File: config.mk
export PLATFORM = sky130hd
export DESIGN_NAME = range_seq_driver_flat
export DESIGN_NICKNAME = d
export VERILOG_FILES = /design/src/rtl/range_pkg.sv /design/src/rtl/range_seq_driver_if.sv /design/src/rtl/range_fifo.sv /design/src/rtl/range_seq_driver.sv /design/src/flat_wrapper.sv
export SDC_FILE = /design/constraint.sdc
export NUM_CORES = 1
export LEC_CHECK = 0
export ABC_AREA = 1
export BUFFER_PORTS_ARGS = -buffer_cell sky130_fd_sc_hd__buf_2
export CAP_MARGIN = 5
export CORE_MARGIN = 2
export CORE_UTILIZATION = 30
export DETAILED_ROUTE_END_ITERATION = 8
export SLEW_MARGIN = 10
export SYNTH_ARGS = -nofsm -noshare
export SYNTH_HDL_FRONTEND = slang
export SYNTH_SLANG_ARGS = --single-unit
File: constraint.sdc
create_clock -name clk -period 5.8 [get_ports clk]
set_input_delay 1.16 -clock clk [delete_from_list [all_inputs] [get_ports clk]]
set_output_delay 1.16 -clock clk [all_outputs]
set_load 0.03 [all_outputs]
File: src/rtl/range_pkg.sv
// Shared types and default sizing for the range sequence driver.
package range_pkg;

   localparam int DEF_WIDTH = 8;
   localparam int DEF_DEPTH = 16;

   typedef enum logic [1:0] {
      IDLE   = 2'd0,
      FIRST  = 2'd1,
      STREAM = 2'd2,
      RESP   = 2'd3
   } state_e;

endpackage

File: src/rtl/range_seq_driver_if.sv
// Sample-loading, transmit and response signals between the driver and its host/range finder.
interface range_seq_driver_if
   import range_pkg::*;
#(
   parameter int WIDTH = DEF_WIDTH,
   parameter int DEPTH = DEF_DEPTH
);
   localparam int CW = $clog2(DEPTH) + 1;

   logic             wr_en;
   logic [WIDTH-1:0] wr_data;
   logic [CW-1:0]    count;
   logic             full;
   logic             overflow;
   logic             start;
   logic             start_rej;
   logic             busy;
   logic [WIDTH-1:0] data_out;
   logic             go;
   logic             finish;
   logic [WIDTH-1:0] range_in;
   logic             error_in;
   logic             done;
   logic [WIDTH-1:0] result;
   logic             result_err;
   logic             mismatch;

   modport master (
      output wr_en, wr_data, start, range_in, error_in,
      input  count, full, overflow, start_rej, busy, data_out, go, finish,
             done, result, result_err, mismatch
   );

   modport slave (
      input  wr_en, wr_data, start, range_in, error_in,
      output count, full, overflow, start_rej, busy, data_out, go, finish,
             done, result, result_err, mismatch
   );

endinterface

File: src/rtl/range_fifo.sv
// Synchronous sample FIFO with registered read; the storage array carries no reset.
module range_fifo #(
   parameter int WIDTH = 8,
   parameter int DEPTH = 16
) (
   input  logic                       clk,
   input  logic                       rst_n,
   input  logic                       push,
   input  logic [WIDTH-1:0]           wr_data,
   input  logic                       pop,
   output logic [WIDTH-1:0]           rd_data,
   output logic [$clog2(DEPTH):0]     count,
   output logic                       full,
   output logic                       empty
);
   localparam int AW = $clog2(DEPTH);
   localparam int CW = AW + 1;

   logic [WIDTH-1:0] mem [DEPTH];
   logic [AW-1:0]    wr_ptr_q, rd_ptr_q;
   logic [CW-1:0]    count_q, count_d;
   logic             full_q, empty_q;
   logic [WIDTH-1:0] rd_data_q;
   logic             do_push, do_pop;

   assign do_push = push && !full_q;
   assign do_pop  = pop && !empty_q;

   always_comb begin
      count_d = count_q;
      if (do_push && !do_pop)
         count_d = count_q + CW'(1);
      else if (!do_push && do_pop)
         count_d = count_q - CW'(1);
   end

   always_ff @(posedge clk or negedge rst_n) begin
      if (!rst_n) begin
         wr_ptr_q <= '0;
         rd_ptr_q <= '0;
         count_q  <= '0;
         full_q   <= 1'b0;
         empty_q  <= 1'b1;
      end else begin
         if (do_push) wr_ptr_q <= wr_ptr_q + AW'(1);
         if (do_pop)  rd_ptr_q <= rd_ptr_q + AW'(1);
         count_q <= count_d;
         full_q  <= (count_d == CW'(DEPTH));
         empty_q <= (count_d == '0);
      end
   end

   always_ff @(posedge clk) begin
      if (do_push) mem[wr_ptr_q] <= wr_data;
      if (do_pop)  rd_data_q <= mem[rd_ptr_q];
   end

   assign rd_data = rd_data_q;
   assign count   = count_q;
   assign full    = full_q;
   assign empty   = empty_q;

endmodule

File: src/rtl/range_seq_driver.sv
// Buffers samples, streams them to a range finder with go/finish strobes and
// checks the returned range against a locally tracked max-min.
module range_seq_driver
   import range_pkg::*;
#(
   parameter int WIDTH = DEF_WIDTH,
   parameter int DEPTH = DEF_DEPTH
) (
   input logic                clk,
   input logic                rst_n,
   range_seq_driver_if.slave  bus
);
   localparam int CW = $clog2(DEPTH) + 1;

   state_e           state_q, state_d;
   logic             push, pop, drop, accept, reject, last_pop, capture;
   logic             fifo_full, fifo_empty;
   logic [CW-1:0]    fifo_count;
   logic [WIDTH-1:0] fifo_rd;

   logic             overflow_q, start_rej_q, busy_q, go_q, finish_q, done_q;
   logic             result_err_q, mismatch_q;
   logic [WIDTH-1:0] data_out_q, result_q, min_q, max_q;
   logic             pop_v_q, pop_first_q, pop_last_q, fin_dly_q;

   range_fifo #(.WIDTH(WIDTH), .DEPTH(DEPTH)) u_fifo (
      .clk     (clk),
      .rst_n   (rst_n),
      .push    (push),
      .wr_data (bus.wr_data),
      .pop     (pop),
      .rd_data (fifo_rd),
      .count   (fifo_count),
      .full    (fifo_full),
      .empty   (fifo_empty)
   );

   // Start is judged on the registered count, i.e. before a same-cycle push.
   assign push     = (state_q == IDLE) && bus.wr_en && !fifo_full;
   assign drop     = (state_q == IDLE) && bus.wr_en && fifo_full;
   assign accept   = (state_q == IDLE) && bus.start && !busy_q && (fifo_count >= CW'(2));
   assign reject   = (state_q == IDLE) && bus.start && !busy_q && (fifo_count < CW'(2));
   assign pop      = (state_q == FIRST) || ((state_q == STREAM) && !fifo_empty);
   assign last_pop = pop && (fifo_count == CW'(1));
   assign capture  = (state_q == RESP) && fin_dly_q;

   always_comb begin
      state_d = state_q;
      case (state_q)
         IDLE:    if (accept) state_d = FIRST;
         FIRST:   state_d = STREAM;
         STREAM:  if (last_pop) state_d = RESP;
         RESP:    if (capture) state_d = IDLE;
         default: state_d = IDLE;
      endcase
   end

   always_ff @(posedge clk or negedge rst_n) begin
      if (!rst_n) begin
         state_q      <= IDLE;
         overflow_q   <= 1'b0;
         start_rej_q  <= 1'b0;
         busy_q       <= 1'b0;
         data_out_q   <= '0;
         go_q         <= 1'b0;
         finish_q     <= 1'b0;
         done_q       <= 1'b0;
         result_q     <= '0;
         result_err_q <= 1'b0;
         mismatch_q   <= 1'b0;
         min_q        <= '0;
         max_q        <= '0;
         pop_v_q      <= 1'b0;
         pop_first_q  <= 1'b0;
         pop_last_q   <= 1'b0;
         fin_dly_q    <= 1'b0;
      end else begin
         state_q     <= state_d;
         start_rej_q <= reject;
         if (accept)    overflow_q <= 1'b0;
         else if (drop) overflow_q <= 1'b1;
         if (accept)      busy_q <= 1'b1;
         else if (done_q) busy_q <= 1'b0;

         // FIFO read data lags the pop by one edge, so strobes are pipelined alongside it.
         pop_v_q     <= pop;
         pop_first_q <= (state_q == FIRST);
         pop_last_q  <= last_pop;
         if (pop_v_q) begin
            data_out_q <= fifo_rd;
            go_q       <= pop_first_q;
            finish_q   <= pop_last_q;
            if (pop_first_q) begin
               min_q <= fifo_rd;
               max_q <= fifo_rd;
            end else begin
               if (fifo_rd < min_q) min_q <= fifo_rd;
               if (fifo_rd > max_q) max_q <= fifo_rd;
            end
         end else begin
            data_out_q <= '0;
            go_q       <= 1'b0;
            finish_q   <= 1'b0;
         end

         fin_dly_q <= finish_q;
         done_q    <= capture;
         if (capture) begin
            result_q     <= bus.range_in;
            result_err_q <= bus.error_in;
            mismatch_q   <= bus.error_in || (bus.range_in != (max_q - min_q));
         end
      end
   end

   assign bus.count      = fifo_count;
   assign bus.full       = fifo_full;
   assign bus.overflow   = overflow_q;
   assign bus.start_rej  = start_rej_q;
   assign bus.busy       = busy_q;
   assign bus.data_out   = data_out_q;
   assign bus.go         = go_q;
   assign bus.finish     = finish_q;
   assign bus.done       = done_q;
   assign bus.result     = result_q;
   assign bus.result_err = result_err_q;
   assign bus.mismatch   = mismatch_q;

endmodule
File: src/flat_wrapper.sv
// flat-port wrapper written by rule: the top's interface ports become plain ports
module range_seq_driver_flat import range_pkg::*;
#(
   parameter int WIDTH = DEF_WIDTH,
   parameter int DEPTH = DEF_DEPTH
)
  (clk, rst_n, bus_wr_en, bus_wr_data, bus_start, bus_range_in, bus_error_in, bus_count, bus_full, bus_overflow, bus_start_rej, bus_busy, bus_data_out, bus_go, bus_finish, bus_done, bus_result, bus_result_err, bus_mismatch);
  range_seq_driver_if #(.WIDTH(WIDTH), .DEPTH(DEPTH)) bus_i ();
  input logic clk;
  input logic rst_n;
  input wire logic [$bits(bus_i.wr_en)-1:0] bus_wr_en;
  input wire logic [$bits(bus_i.wr_data)-1:0] bus_wr_data;
  input wire logic [$bits(bus_i.start)-1:0] bus_start;
  input wire logic [$bits(bus_i.range_in)-1:0] bus_range_in;
  input wire logic [$bits(bus_i.error_in)-1:0] bus_error_in;
  output wire logic [$bits(bus_i.count)-1:0] bus_count;
  output wire logic [$bits(bus_i.full)-1:0] bus_full;
  output wire logic [$bits(bus_i.overflow)-1:0] bus_overflow;
  output wire logic [$bits(bus_i.start_rej)-1:0] bus_start_rej;
  output wire logic [$bits(bus_i.busy)-1:0] bus_busy;
  output wire logic [$bits(bus_i.data_out)-1:0] bus_data_out;
  output wire logic [$bits(bus_i.go)-1:0] bus_go;
  output wire logic [$bits(bus_i.finish)-1:0] bus_finish;
  output wire logic [$bits(bus_i.done)-1:0] bus_done;
  output wire logic [$bits(bus_i.result)-1:0] bus_result;
  output wire logic [$bits(bus_i.result_err)-1:0] bus_result_err;
  output wire logic [$bits(bus_i.mismatch)-1:0] bus_mismatch;
  assign bus_i.wr_en = bus_wr_en;
  assign bus_i.wr_data = bus_wr_data;
  assign bus_i.start = bus_start;
  assign bus_i.range_in = bus_range_in;
  assign bus_i.error_in = bus_error_in;
  assign bus_count = bus_i.count;
  assign bus_full = bus_i.full;
  assign bus_overflow = bus_i.overflow;
  assign bus_start_rej = bus_i.start_rej;
  assign bus_busy = bus_i.busy;
  assign bus_data_out = bus_i.data_out;
  assign bus_go = bus_i.go;
  assign bus_finish = bus_i.finish;
  assign bus_done = bus_i.done;
  assign bus_result = bus_i.result;
  assign bus_result_err = bus_i.result_err;
  assign bus_mismatch = bus_i.mismatch;
  range_seq_driver #(.WIDTH(WIDTH), .DEPTH(DEPTH)) u_core (.clk(clk), .rst_n(rst_n), .bus(bus_i));
endmodule
==> metrics.md <==
| Metric | Value |
|---|---|
| Status | completed |
| Antenna cells | 0 |
| Synth cell types | 34 |
| Number of hold violations in the final report | 0 |
| Worst rel slew slack | 26.4% |
| Port Buf Inserts | 50 |
| Worst setup margin | 3.21 ns |
| Die area | 31100 um2 |
| Endpoints failing setup | 0 |
| Register area share after synthesis | 62.9% |
| Layout cells sized above 1 | 11.2% |
| Routability cong. | 0.802 |
| # fillers | 2971 |
| Crit end category | register |
| GR Overflow Total | 0 |
| Max capacitance violation total | 0 |
| Row cnt | 63 |
| Post-synth EDFFs | 136 |
| Setup slack at placement | roughly 2.8 ns |
| Worst Skew | 0.0203 ns |
| LEAKAGE | approximately 4.2 nW |
| Avg Vias per Cell | 4.59 |
| Total wire length | 19900 um |
| CP Class | reg -> reg |
| Non-Filler Instances | approximately 1300 |
| Initial antenna violation count | 0 |
| Tightest Pin Transition | 1.10 ns |
| Commonest cells post-synth | nand2_1 (173), edfxtp_1 (136), nor2_1 (136) |
| Wire per inst | 15.2 um |
| Met1 Routed Length | 8930 um |
| CTS tree | done |
| DRT Pass-1 Iters | 7 |
| Num ports | 51 |
| Maximum root-to-sink buffer count | 2 |
| Gr usage total | between 10% and 20% |
| Post-cts repair resize count | 0 |
| Top-count cell post-synth | nand2_1 |
| Ys async rst share | 31.0% |
| Hold Buf Count CTS | 0 |
| First-pass GRT wire length | 31300 um |
| Syn-to-layout area delta | 14.1% |
| Synth warn | 0 |
| Final min period | 2.59 ns |
| Synthesized Nets | 921 |
| WP data arrival | approximately 2.8 ns |
| Overall power | 3.31 mW |
| Clk_lat worst skew | 0.45 ns |
| Setup TNS | 0 ns |
| Power Dens Cells | 326 nW/um2 |
| Post-Syn Area per Cell | 10.3 um2 |
| Fmax | 386 MHz |
| Met2 wire len | slightly below 10000 um |
| DR top layer | met4 |
| Clock root cell | clkbuf_16 |
| Routed Antenna Nets | 0 |
| Syn Inst Count | 864 |
| Via count | 6012 |
| Die width | 176 um |
| Clock Pin Slew Worst Setup and Hold Paths | 0.08 ns |
| Unrepaired setup endpoints after global routing | false |
| Hold Path Class | reg -> reg |
| TritonCTS buffer count | 17 |
| VDD IR max | 0.000228 V |
| Primary FF master, synth | edfxtp_1 |
| Number of global-route vias before repair | 5905 |
| DRT iter0 DRCs | 566 |
| Tcrit/Tclk final | 44.7% |
| Critical Path RT | 5.97 ns |
| # DRC | 0 |
| Synth area leader | edfxtp_1 |
| Largest net degree at the start of global routing | 68 |
| Hpwl dp | approximately 13000 um |
| Synthesized cell area | 8920 um2 |
| Placed instance count | 1277 |
| CP Launch Type | register |
| Top post-synthesis cells by area | edfxtp_1 (46%), dfrtp_1 (17%), nand2_1 (7.3%) |
| Clock Sinks | between 150 and 200 |
| Critical Path Fanout Max | 67 |
| Post-layout nets | 963 |
| DR WL met3 | 1030 um |
| Die H | around 180 um |
| Top-area cell type share of the netlist area | 45.8% |
| CTS H-tree lvls | 4 |
| Initial cell density of the core | 30.3% |
| Slew Viols, Final | 0 |
| Seq cells post-synth | 197 |
| # Post-CTS Setup Buffers | 0 |
| Core ar. | a little under 30000 um2 |
[critical path, stage by stage, from the launching register on]
cell and delay, ns:
dfrtp_1 0.34, buf_4 0.45, inv_2 0.57, nor2_1 0.22, nor2_1 0.06, o21ai_0 0.12, o211ai_1 0.18, o211ai_1 0.23
nand2_1 0.10
[through the flow]
| step | hold WS, ns | util, % | cell area [um2] |
|---|---|---|---|
| after global placement | 0.358 | 32.3 | 9530 |
| after detailed placement | 0.357 | 32.3 | 9530 |
| after floorplan | 0.413 | - | 8920 |
| final | 0.381 | 34.5 | 10200 |
| after global routing | 0.403 | 34.5 | 10200 |
| after CTS | 0.379 | 34.5 | 10200 |
[registers in the layout, summed over array words and instances, names as in the netlist, 2 cells and up]
register / flops
u_core.bus.data_out: 8
u_core.bus.result: 8
u_core.max_q: 8
u_core.min_q: 8
u_core.state_q: 2
u_core.u_fifo.count: 5
u_core.u_fifo.mem: 128
u_core.u_fifo.rd_data: 8
u_core.u_fifo.rd_ptr_q: 4
u_core.u_fifo.wr_ptr_q: 4
[layout make-up]
type | count | area, um2 | share of cell area [%]
Inverter | 84 | 315 | 3.10
Tap cell | 390 | 488 | 4.79
Clock buffer | 17 | 425 | 4.18
Clock inverter | 15 | 221 | 2.18
Timing Repair Buffer | 53 | 273 | 2.68
Multi-Input combinational cell | 553 | 2840 | 27.9
Sequential cell | 197 | 5610 | 55.1
[final timing paths]
| path | end | start | slack, ns | cells past startpoint |
|---|---|---|---|---|
| setup / recovery | u_core.u_fifo.rd_data[7] | u_core.u_fifo.rd_ptr_q[0] | 3.21 | 8 |
| hold / removal | u_core.fin_dly_q | u_core.bus.finish | 0.38 | 0 |
| setup reg to reg | u_core.u_fifo.rd_data[7] | u_core.u_fifo.rd_ptr_q[0] | 3.21 | 8 |
| hold reg to reg | u_core.fin_dly_q | u_core.bus.finish | 0.38 | 0 |
| max in group asynchronous | u_core.bus.go | rst_n | 4.37 | 2 |
| min in group asynchronous | u_core.bus.result_err | rst_n | 0.88 | 2 |
[power by group]
part | leakage [nW] | internal (mW) | switching (mW)
sequential | 2.00 | 1.63 | 0.0634
clock | 0.308 | 0.608 | 0.640
combinational | 1.85 | 0.100 | 0.271
total | 4.16 | 2.34 | 0.974
[layout by cell type, fill, tap and decap left out, types with 2 or more instances in the layout]
cell       synthesis  final
nand2_2            5      5
nor2_1           136    136
inv_1             79     79
buf_2              8     50
o211ai_1          33     33
o21ai_0           81     81
o21a_1             3      3
o21ai_1            3      3
clkbuf_16          0     17
nand4_1            6      6
inv_2              4      4
nand3_1           45     45
edfxtp_1         136    136
clkinv_8           0      6
xor2_1             8      8
a21oi_1           10     10
dfrtp_1           60     60
buf_4              2      3
inv_12             0      6
ha_1              35     35
nor2_2             2      2
nand3_2            2      2
nand2_1          173    173
nor3_1             2      2
inv_6              0      2
o21bai_1           2      2
[routing by layer]
layer	up-vias	global-route usage (%)
li1	2985	-
met1	2842	16.8
met2	163	22.4
met3	22	2.82
met4	0	4.30
met5	-	0
[logic make-up after synthesis]
logic type / Yosys count / share of synthesized area, %
XOR/XNOR: 8 / 0.785
adder cells (fa/ha/maj): 36 / 5.13
AO/OA/AOI/OAI: 134 / 8.78
AND/OR/NAND/NOR: 375 / 17.2
flip-flops: 197 / 62.9
buffers and inverters: 114 / 5.24
No activity file was read; power rests on OpenSTA's default activity.
